$ cat config.mk
export PLATFORM = sky130hd
export DESIGN_NAME = cache_line_fill_flat
export DESIGN_NICKNAME = d
export VERILOG_FILES = /design/src/rtl/cache_line_fill_pkg.sv /design/src/rtl/cache_line_fill_if.sv /design/src/rtl/cache_line_fill_dffs.sv /design/src/rtl/cache_line_fill.sv /design/src/flat_wrapper.sv
export SDC_FILE = /design/constraint.sdc
export NUM_CORES = 1
export LEC_CHECK = 0
export CAP_MARGIN = 25
export CORE_MARGIN = 8
export CORE_UTILIZATION = 35
export CTS_BUF_LIST = sky130_fd_sc_hd__clkbuf_16
export DETAILED_ROUTE_END_ITERATION = 8
export PLACE_DENSITY_LB_ADDON = 0.1
export SLEW_MARGIN = 40
export SYNTH_ARGS = -nofsm -noshare
export SYNTH_HDL_FRONTEND = slang
export SYNTH_SLANG_ARGS = --single-unit
export TNS_END_PERCENT = 100
$ cat constraint.sdc
create_clock -name clk -period 7.1 [get_ports clk]
set_input_delay 0.71 -clock clk [delete_from_list [all_inputs] [get_ports clk]]
set_output_delay 0.71 -clock clk [all_outputs]
set_load 0.05 [all_outputs]
$ cat src/rtl/cache_line_fill_pkg.sv
// Shared cache geometry, derived fill constants and the fill FSM state type.
package cache_line_fill_pkg;

  localparam int NUM_WAYS         = 4;
  localparam int NUM_SETS         = 16;
  localparam int CACHE_LINE_BYTES = 64;
  localparam int BUS_DATA_BITS    = 32;
  localparam int ADDR_WIDTH       = 32;

  localparam int NUM_WAYS_LOG    = $clog2(NUM_WAYS);
  localparam int NUM_SETS_LOG    = $clog2(NUM_SETS);
  localparam int CACHE_LINE_BITS = CACHE_LINE_BYTES * 8;
  localparam int OFFSET_BITS     = $clog2(CACHE_LINE_BYTES);
  localparam int NUM_BEATS       = CACHE_LINE_BITS / BUS_DATA_BITS;
  localparam int BEAT_CNT_BITS   = $clog2(NUM_BEATS);

  typedef enum logic [1:0] {
    IDLE    = 2'd0,
    MEM_REQ = 2'd1,
    FILL    = 2'd2,
    WRITE   = 2'd3
  } fill_state_e;

  // Clears the byte-offset bits so the address names the whole line.
  function automatic logic [ADDR_WIDTH-1:0] line_align(input logic [ADDR_WIDTH-1:0] addr);
    return addr & ~ADDR_WIDTH'(CACHE_LINE_BYTES - 1);
  endfunction

endpackage

$ cat src/rtl/cache_line_fill_if.sv
// Fill request, memory burst read and data-array write port of the line fill engine.
interface cache_line_fill_if;
  import cache_line_fill_pkg::*;

  logic                       fill_req_valid;
  logic                       fill_req_ready;
  logic [ADDR_WIDTH-1:0]      fill_req_addr;
  logic [NUM_WAYS_LOG-1:0]    fill_req_way_idx;
  logic                       mem_req_valid;
  logic                       mem_req_ready;
  logic [ADDR_WIDTH-1:0]      mem_req_addr;
  logic                       mem_rsp_valid;
  logic                       mem_rsp_ready;
  logic [BUS_DATA_BITS-1:0]   mem_rsp_data;
  logic                       update_en;
  logic [NUM_WAYS_LOG-1:0]    update_way_idx;
  logic [NUM_SETS_LOG-1:0]    update_set_idx;
  logic [CACHE_LINE_BITS-1:0] update_data;
  logic                       fill_done_valid;
  logic [ADDR_WIDTH-1:0]      fill_done_addr;

  // The fill engine's own view.
  modport slave (
    input  fill_req_valid, fill_req_addr, fill_req_way_idx,
           mem_req_ready, mem_rsp_valid, mem_rsp_data,
    output fill_req_ready, mem_req_valid, mem_req_addr, mem_rsp_ready,
           update_en, update_way_idx, update_set_idx, update_data,
           fill_done_valid, fill_done_addr
  );

  // The surrounding miss controller / memory / data array view.
  modport master (
    output fill_req_valid, fill_req_addr, fill_req_way_idx,
           mem_req_ready, mem_rsp_valid, mem_rsp_data,
    input  fill_req_ready, mem_req_valid, mem_req_addr, mem_rsp_ready,
           update_en, update_way_idx, update_set_idx, update_data,
           fill_done_valid, fill_done_addr
  );

endinterface

$ cat src/rtl/cache_line_fill_dffs.sv
// General flop library: plain and load-enabled flops, async active-low reset to zero.
module sirv_gnrl_dffr #(
  parameter int DW = 32
) (
  input  logic [DW-1:0] dnxt,
  output logic [DW-1:0] qout,
  input  logic          clk,
  input  logic          rst_n
);

  always_ff @(posedge clk or negedge rst_n) begin
    if (!rst_n) qout <= '0;
    else        qout <= dnxt;
  end

endmodule

module sirv_gnrl_dfflr #(
  parameter int DW = 32
) (
  input  logic          lden,
  input  logic [DW-1:0] dnxt,
  output logic [DW-1:0] qout,
  input  logic          clk,
  input  logic          rst_n
);

  always_ff @(posedge clk or negedge rst_n) begin
    if (!rst_n)    qout <= '0;
    else if (lden) qout <= dnxt;
  end

endmodule

$ cat src/rtl/cache_line_fill.sv
// Line fill engine: one burst read per miss, beats assembled into a line,
// then a single-cycle write into the selected way of the cache data array.
module cache_line_fill
  import cache_line_fill_pkg::*;
(
  input logic              clk,
  input logic              rst_n,
  cache_line_fill_if.slave bus
);

  fill_state_e                w_state;
  fill_state_e                w_state_nxt;
  logic [1:0]                 r_state;
  logic [ADDR_WIDTH-1:0]      r_addr;
  logic [ADDR_WIDTH-1:0]      w_addr_aligned;
  logic [NUM_WAYS_LOG-1:0]    r_way;
  logic [BEAT_CNT_BITS-1:0]   r_beat_cnt;
  logic [BEAT_CNT_BITS-1:0]   w_beat_cnt_nxt;
  logic [CACHE_LINE_BITS-1:0] r_line;
  logic [CACHE_LINE_BITS-1:0] w_line_nxt;
  logic                       w_req_acc;
  logic                       w_mem_hs;
  logic                       w_beat_acc;
  logic                       w_cnt_ld;

  assign w_state    = fill_state_e'(r_state);
  assign w_req_acc  = (w_state == IDLE)    && bus.fill_req_valid;
  assign w_mem_hs   = (w_state == MEM_REQ) && bus.mem_req_ready;
  assign w_beat_acc = (w_state == FILL)    && bus.mem_rsp_valid;

  sirv_gnrl_dffr #(.DW(2)) u_state_dff (
    .dnxt(w_state_nxt), .qout(r_state), .clk(clk), .rst_n(rst_n)
  );

  always_comb begin
    w_state_nxt = w_state;
    case (w_state)
      IDLE:    if (bus.fill_req_valid) w_state_nxt = MEM_REQ;
      MEM_REQ: if (bus.mem_req_ready)  w_state_nxt = FILL;
      FILL:    if (bus.mem_rsp_valid && (r_beat_cnt == BEAT_CNT_BITS'(NUM_BEATS - 1)))
                 w_state_nxt = WRITE;
      WRITE:   w_state_nxt = IDLE;
      default: w_state_nxt = IDLE;
    endcase
  end

  always_comb begin
    bus.fill_req_ready  = 1'b0;
    bus.mem_req_valid   = 1'b0;
    bus.mem_rsp_ready   = 1'b0;
    bus.update_en       = 1'b0;
    bus.fill_done_valid = 1'b0;
    case (w_state)
      IDLE:    bus.fill_req_ready = 1'b1;
      MEM_REQ: bus.mem_req_valid  = 1'b1;
      FILL:    bus.mem_rsp_ready  = 1'b1;
      WRITE: begin
        bus.update_en       = 1'b1;
        bus.fill_done_valid = 1'b1;
      end
      default: ;
    endcase
  end

  assign w_addr_aligned = line_align(bus.fill_req_addr);

  sirv_gnrl_dfflr #(.DW(ADDR_WIDTH)) u_addr_dff (
    .lden(w_req_acc), .dnxt(w_addr_aligned), .qout(r_addr), .clk(clk), .rst_n(rst_n)
  );

  sirv_gnrl_dfflr #(.DW(NUM_WAYS_LOG)) u_way_dff (
    .lden(w_req_acc), .dnxt(bus.fill_req_way_idx), .qout(r_way), .clk(clk), .rst_n(rst_n)
  );

  // The memory handshake restarts the count; the final beat wraps it back to zero.
  assign w_cnt_ld       = w_mem_hs | w_beat_acc;
  assign w_beat_cnt_nxt = w_mem_hs ? '0 : r_beat_cnt + 1'b1;

  sirv_gnrl_dfflr #(.DW(BEAT_CNT_BITS)) u_cnt_dff (
    .lden(w_cnt_ld), .dnxt(w_beat_cnt_nxt), .qout(r_beat_cnt), .clk(clk), .rst_n(rst_n)
  );

  always_comb begin
    w_line_nxt = r_line;
    w_line_nxt[int'(r_beat_cnt) * BUS_DATA_BITS +: BUS_DATA_BITS] = bus.mem_rsp_data;
  end

  sirv_gnrl_dfflr #(.DW(CACHE_LINE_BITS)) u_line_dff (
    .lden(w_beat_acc), .dnxt(w_line_nxt), .qout(r_line), .clk(clk), .rst_n(rst_n)
  );

  assign bus.mem_req_addr   = r_addr;
  assign bus.fill_done_addr = r_addr;
  assign bus.update_way_idx = r_way;
  assign bus.update_set_idx = r_addr[OFFSET_BITS +: NUM_SETS_LOG];
  assign bus.update_data    = r_line;

endmodule

$ cat src/flat_wrapper.sv
// flat-port wrapper written by rule: the top's interface ports become plain ports
module cache_line_fill_flat import cache_line_fill_pkg::*;
  (clk, rst_n, bus_fill_req_valid, bus_fill_req_addr, bus_fill_req_way_idx, bus_mem_req_ready, bus_mem_rsp_valid, bus_mem_rsp_data, bus_fill_req_ready, bus_mem_req_valid, bus_mem_req_addr, bus_mem_rsp_ready, bus_update_en, bus_update_way_idx, bus_update_set_idx, bus_update_data, bus_fill_done_valid, bus_fill_done_addr);
  cache_line_fill_if bus_i ();
  input logic clk;
  input logic rst_n;
  input wire logic [$bits(bus_i.fill_req_valid)-1:0] bus_fill_req_valid;
  input wire logic [$bits(bus_i.fill_req_addr)-1:0] bus_fill_req_addr;
  input wire logic [$bits(bus_i.fill_req_way_idx)-1:0] bus_fill_req_way_idx;
  input wire logic [$bits(bus_i.mem_req_ready)-1:0] bus_mem_req_ready;
  input wire logic [$bits(bus_i.mem_rsp_valid)-1:0] bus_mem_rsp_valid;
  input wire logic [$bits(bus_i.mem_rsp_data)-1:0] bus_mem_rsp_data;
  output wire logic [$bits(bus_i.fill_req_ready)-1:0] bus_fill_req_ready;
  output wire logic [$bits(bus_i.mem_req_valid)-1:0] bus_mem_req_valid;
  output wire logic [$bits(bus_i.mem_req_addr)-1:0] bus_mem_req_addr;
  output wire logic [$bits(bus_i.mem_rsp_ready)-1:0] bus_mem_rsp_ready;
  output wire logic [$bits(bus_i.update_en)-1:0] bus_update_en;
  output wire logic [$bits(bus_i.update_way_idx)-1:0] bus_update_way_idx;
  output wire logic [$bits(bus_i.update_set_idx)-1:0] bus_update_set_idx;
  output wire logic [$bits(bus_i.update_data)-1:0] bus_update_data;
  output wire logic [$bits(bus_i.fill_done_valid)-1:0] bus_fill_done_valid;
  output wire logic [$bits(bus_i.fill_done_addr)-1:0] bus_fill_done_addr;
  assign bus_i.fill_req_valid = bus_fill_req_valid;
  assign bus_i.fill_req_addr = bus_fill_req_addr;
  assign bus_i.fill_req_way_idx = bus_fill_req_way_idx;
  assign bus_i.mem_req_ready = bus_mem_req_ready;
  assign bus_i.mem_rsp_valid = bus_mem_rsp_valid;
  assign bus_i.mem_rsp_data = bus_mem_rsp_data;
  assign bus_fill_req_ready = bus_i.fill_req_ready;
  assign bus_mem_req_valid = bus_i.mem_req_valid;
  assign bus_mem_req_addr = bus_i.mem_req_addr;
  assign bus_mem_rsp_ready = bus_i.mem_rsp_ready;
  assign bus_update_en = bus_i.update_en;
  assign bus_update_way_idx = bus_i.update_way_idx;
  assign bus_update_set_idx = bus_i.update_set_idx;
  assign bus_update_data = bus_i.update_data;
  assign bus_fill_done_valid = bus_i.fill_done_valid;
  assign bus_fill_done_addr = bus_i.fill_done_addr;
  cache_line_fill u_core (.clk(clk), .rst_n(rst_n), .bus(bus_i));
endmodule
## Yosys cells after proc, flatten, opt, wreduce, memory -nomap -nowiden

Index checks and enable logic that the tools add are counted.

| word-level totals | value |
|---|---|
| register bits after elaboration | 546 |
| input bits | 71 |
| output and inout bits | 587 |
| word-level logic and storage cells | 33 |

| cells by class | value |
|---|---|
| add/sub/neg operators | 2 |
| equal/unequal tests | 7 |
| shift operators | 2 |
| muxes and demuxes | 10 |
| bitwise logic cells | 1 |
| reductions and logical operators | 6 |

Operators by type and width:

| operator | count |
|---|---|
| $bwmux 512 | 1 |
| $shift 32x33->512 const A | 1 |
| $shiftx 32x33->512 | 1 |
| $neg 9->33 | 1 |
| $pmux 2 s4 | 1 |
| $mux 2 | 3 |
| $ne 2x2->1 const B | 3 |
| $add 4x1->4 const B | 1 |
| $eq 2x2->1 const B | 2 |
| $eq 4x4->1 const B | 1 |
| $logic_and 1x1->1 | 4 |
| $mux 1 | 4 |
| $mux 4 | 1 |
| $reduce_and 3->1 | 1 |
| $eq 2x1->1 const B | 1 |
| $logic_not 2->1 | 1 |
| $or 1x1->1 | 1 |

## Longest topological paths before layout

| depth | value |
|---|---|
| depth after elaboration | 4 |
| gate-level depth with buffers | 11 |
| mapped depth without buffers | 6 |

## Cells and area by module

Synthesis repeated with hierarchy kept, for this count alone.

| unflattened totals | value |
|---|---|
| cells, all modules | 2262 |
| area total of the unflattened synthesis | 27795.4 sq um |

Modules (own cells, without submodules):

| module | times used | cells each | area each (sq um) |
|---|---|---|---|
| sirv_gnrl_dfflr (u_core.u_line_dff) | 1 | 1081 | 19220.9 |
| cache_line_fill | 1 | 1099 | 6961.7 |
| sirv_gnrl_dfflr (u_core.u_addr_dff) | 1 | 68 | 1345.0 |
| sirv_gnrl_dfflr (u_core.u_cnt_dff) | 1 | 8 | 145.1 |
| sirv_gnrl_dfflr (u_core.u_way_dff) | 1 | 4 | 72.6 |
| sirv_gnrl_dffr | 1 | 2 | 50.0 |

## Worst setup path after synthesis

Ideal clock, no wire load.

| path | value |
|---|---|
| path type | flip-flop to flip-flop |
| from | register u_core.u_cnt_dff.qout[0] |
| to | register u_core.u_line_dff.qout[35] |
| arrival | 2.685 ns |
| required time | 6.975 ns |
| slack | 4.291 ns |
| stages on the path, launching flop included | 11 |
| buffers on the path | 5 |
| path through | dfrtp_1 -> buf_4 -> clkbuf_1 -> clkbuf_1 -> nor3_1 -> ha_1 -> or3_4 -> buf_4 -> nor3_4 -> buf_6 -> mux2_2 |

| on the way | value |
|---|---|
| longest elaborated chain between the ends | 3 |
| elaborated cells on any way between the ends | 4 |

Ends and longest elaborated chain:

| item | RTL line | source |
|---|---|---|
| start: declaration | cache_line_fill_dffs.sv:23 | `output logic [DW-1:0] qout,` |
| start signal: assignment | cache_line_fill_dffs.sv:30 | `else if (lden) qout <= dnxt;` |
| $neg 9->33 * | cache_line_fill.sv:85 | `w_line_nxt[int'(r_beat_cnt) * BUS_DATA_BITS +: BUS_DATA_BITS] = bus.mem_rsp_data;` |
| $shiftx 32x33->512 / $shift 32x33->512 (equally long branches) | cache_line_fill.sv:85 |  |
| $bwmux 512 * | cache_line_fill.sv:85 |  |
| end signal: assignment | cache_line_fill_dffs.sv:30 |  |
| end: declaration | cache_line_fill_dffs.sv:23 |  |

Every way passes the cells marked *; elsewhere a longest branch is shown, timed or not.
A chain may end at the register's enable or synchronous reset.

## Final worst setup path

| path | value |
|---|---|
| from | register u_core.u_cnt_dff.qout[0] |
| to | register u_core.u_line_dff.qout[200] |

Same word-level chain as after synthesis.

==> impl_metrics.yaml <==
clock_tree:
  tritoncts: "done"
  clock_sinks: 546
  cts.path.max_buffers: 3
  clkTransAtPathRegs_ns: 0.06
  clock-root-buffer: "clkbuf_16"
  clkLatencyLatePin_ns: 0.63
  cts_resized: 0
  post_cts_buffers: 0
  numCtsBuffers: 60
  postCtsHoldBufs: 0
  cts_max_level: 2
logic_synthesis:
  netlist_instances: 1646
  ys_seq_elements: 546
  ys_warn_count: 0
  ys_types: 44
  post_synth.cell_area_avg_um2: 13.1
  synth-seq-area-share_pct: 63.6
  syn_area_mm2: 0.0215
power_and_ir_drop:
  vdd_ir_drop_max_mv: 0.219
  p_leak_nw: 13.7
  power_density_mw_per_mm2: 340
timing:
  setup_tns_ns: 0
  fin_skew_ns: 0.0201
  worstMarginPinSlew_ns: 0.888
  hold_viol_final: 0
  fin_crit_ns: 3.79
  grt_setup_unrepaired: "false"
  slew-limit-headroom_pct: 40.6
  max_freq_mhz: 264
  setup_viol: 0
  slew_viol_final: 0
  timing.hold.ws_ns: 0.0311
  min_period_over_period_pct: 53.4
die:
  chipHeight_um: 264
  start_util_pct: 35.1
  rows: 91
  ios: 658
  fp.dieArea_mm2: 0.0696
  die_x_um: 264
  coreArea_mm2: 0.0613
route:
  ant_nets: 0
  drt_iter0_drc: 819
  wirelength_um: 80000
  via_per_inst: 5.09
  drtPass1Iterations: 5
  drc: 0
  route.vias.total: 15400
  wl_per_cell_um: 26.4
placement:
  dp_hpwl_um: 55900
  port_buffers: 639
  gp_congestion: 0.800
  placed_area_mm2: 0.0282
  dp_cells: 2923
job:
  drv_cap: 0
worst_setup_path:
  startpoint_type: "register"
  cp.arrival_ns: 4.29
  required_ns: 7.59
  critPathKind: "reg2reg"
  crit_fanout: 96
  cp-end-kind: "register"
outcome:
  status: "finished, final reports clean"
finish:
  stdcell_area_mm2: 0.0301
  final_common_cell: "clkdlybuf4s50_1"
  drive_gt1_share_pct: 20.7
  final_cell_mix: "637 x clkdlybuf4s50_1, 545 x dfrtp_1, 343 x mux2_2"
  finalCoreUtilization_pct: 49.1
  nets: 2275
  layoutNonFillerInstCount: 3032
  area.growth.synth_to_final_pct: 39.9
global_route:
  grt_max_degree: 147
  overflow: 0
  grt_pass1_wl_um: 117000
  grt_pass1_vias: 16100
  antenna_found_initial: 4
  track_usage_pct: 22.4
hold_path:
  hp-class: "in2async"
critical path, stage by stage, from the launching register on:
cell and delay (ns):
dfrtp_4 0.75, buf_4 0.49, nor3_1 0.12, ha_1 0.36
and3_1 0.24, o21ai_4 0.08, buf_6 0.49, or2_4 0.61
mux2_2 0.40
per-layer routing:
layer,routed length [um],global-route usage [%],up-vias
li1,-,-,6742
met1,32500,27.6,8025
met2,38300,36.8,545
met3,6340,6.85,116
met4,2870,8.19,0
met5,0,0,-
path summary, 6_finish.rpt:
check | start | end | slack (ns) | depth (start not counted)
setup / recovery | u_core.u_cnt_dff.qout[0]$_DFFE_PN0P_ | u_core.u_line_dff.qout[200]$_DFFE_PN0P_ | 3.31 | 8
hold / removal | rst_n | u_core.u_line_dff.qout[325]$_DFFE_PN0P_ | 0.03 | 1
setup reg to reg | u_core.u_cnt_dff.qout[0]$_DFFE_PN0P_ | u_core.u_line_dff.qout[200]$_DFFE_PN0P_ | 3.31 | 8
hold reg to reg | u_core.u_line_dff.qout[46]$_DFFE_PN0P_ | u_core.u_line_dff.qout[46]$_DFFE_PN0P_ | 0.48 | 1
max in group asynchronous | rst_n | u_core.u_line_dff.qout[139]$_DFFE_PN0P_ | 5.49 | 4
min in group clk | u_core.u_line_dff.qout[46]$_DFFE_PN0P_ | u_core.u_line_dff.qout[46]$_DFFE_PN0P_ | 0.48 | 1
Yosys cell counts:
cell type / n / area (um^2)
buf_4: 64 / 480
mux2i_1: 1 / 10.0
nor3_1: 2 / 10.0
clkbuf_1: 72 / 270
mux2_1: 9 / 101
or2_1: 1 / 6.26
o32a_1: 1 / 10.0
o311ai_1: 1 / 8.76
buf_6: 3 / 33.8
buf_1: 14 / 52.6
o311a_1: 1 / 10.0
nand2_1: 121 / 454
nand3_1: 6 / 30.0
and2_1: 33 / 206
mux2_2: 343 / 3860
inv_1: 6 / 22.5
and3_1: 1 / 6.26
nand2b_1: 2 / 12.5
nor3_4: 2 / 32.5
or3b_1: 1 / 8.76
nor3b_1: 1 / 7.51
nor2b_2: 1 / 8.76
a21oi_1: 4 / 20.0
nor2_1: 3 / 11.3
o31ai_1: 1 / 7.51
nand3b_1: 1 / 7.51
conb_1: 1 / 3.75
or4_1: 1 / 7.51
and3b_1: 2 / 17.5
a221oi_1: 1 / 8.76
clkbuf_2: 1 / 5.00
xnor2_1: 3 / 26.3
nand4_1: 1 / 6.26
buf_2: 28 / 140
xor2_1: 2 / 17.5
o31a_1: 1 / 8.76
or3_4: 1 / 11.3
nor2b_1: 2 / 12.5
nor4b_1: 1 / 8.76
or2_2: 6 / 37.5
ha_1: 7 / 87.6
o21ai_0: 340 / 1700
o21ai_1: 7 / 35.0
dfrtp_1: 546 / 13700
kinds of logic (layout without fill, tap and decap cells):
family                     after synthesis  count (layout)  synth area share, %
other                                    1              13               0.0174
AOI/OAI and AO/OA                      357             357                 8.42
and+or+nand+nor                        189             189                 4.20
muxes                                  353             353                 18.5
xor gates and xnor gates                 5               5                0.204
buffers and inverters                  188             772                 4.68
DFF                                    546             546                 63.6
adders and majority gates                7               7                0.408
report_power, final:
| part | total (mW) | switching, mW | internal [mW] |
|---|---|---|---|
| clock | 2.87 | 1.27 | 1.61 |
| combinational | 3.64 | 2.51 | 1.13 |
| sequential | 3.71 | 0.254 | 3.46 |
| total | 10.2 | 4.03 | 6.20 |
per-stage QoR:
step | power, mW | setup slack [ns]
after global routing | 10.6 | 3.07
final | 10.2 | 3.31
after floorplan | 6.14 | 4.29
after CTS | 10.3 | 2.68
after detailed placement | 7.43 | 2.70
after global placement | 7.39 | 2.70
area by class of cell:
cell class,instances,area [um^2]
Multi-Input combinational cell,923,6970
Clock inverter,45,245
Timing Repair Buffer,660,6640
Clock buffer,61,1530
Antenna cell,1,2.50
Sequential cell,546,13700
Tap cell,790,988
Inverter,6,22.5
Fill cell,5463,31200
state kept, by name, indices dropped and copies added, names as in the netlist:
register	flops
u_core.u_line_dff.qout	512
u_core.u_state_dff.qout	2
u_core.u_addr_dff.qout	26
u_core.u_way_dff.qout	2
u_core.u_cnt_dff.qout	4
No activity file was read; power rests on OpenSTA's default activity.
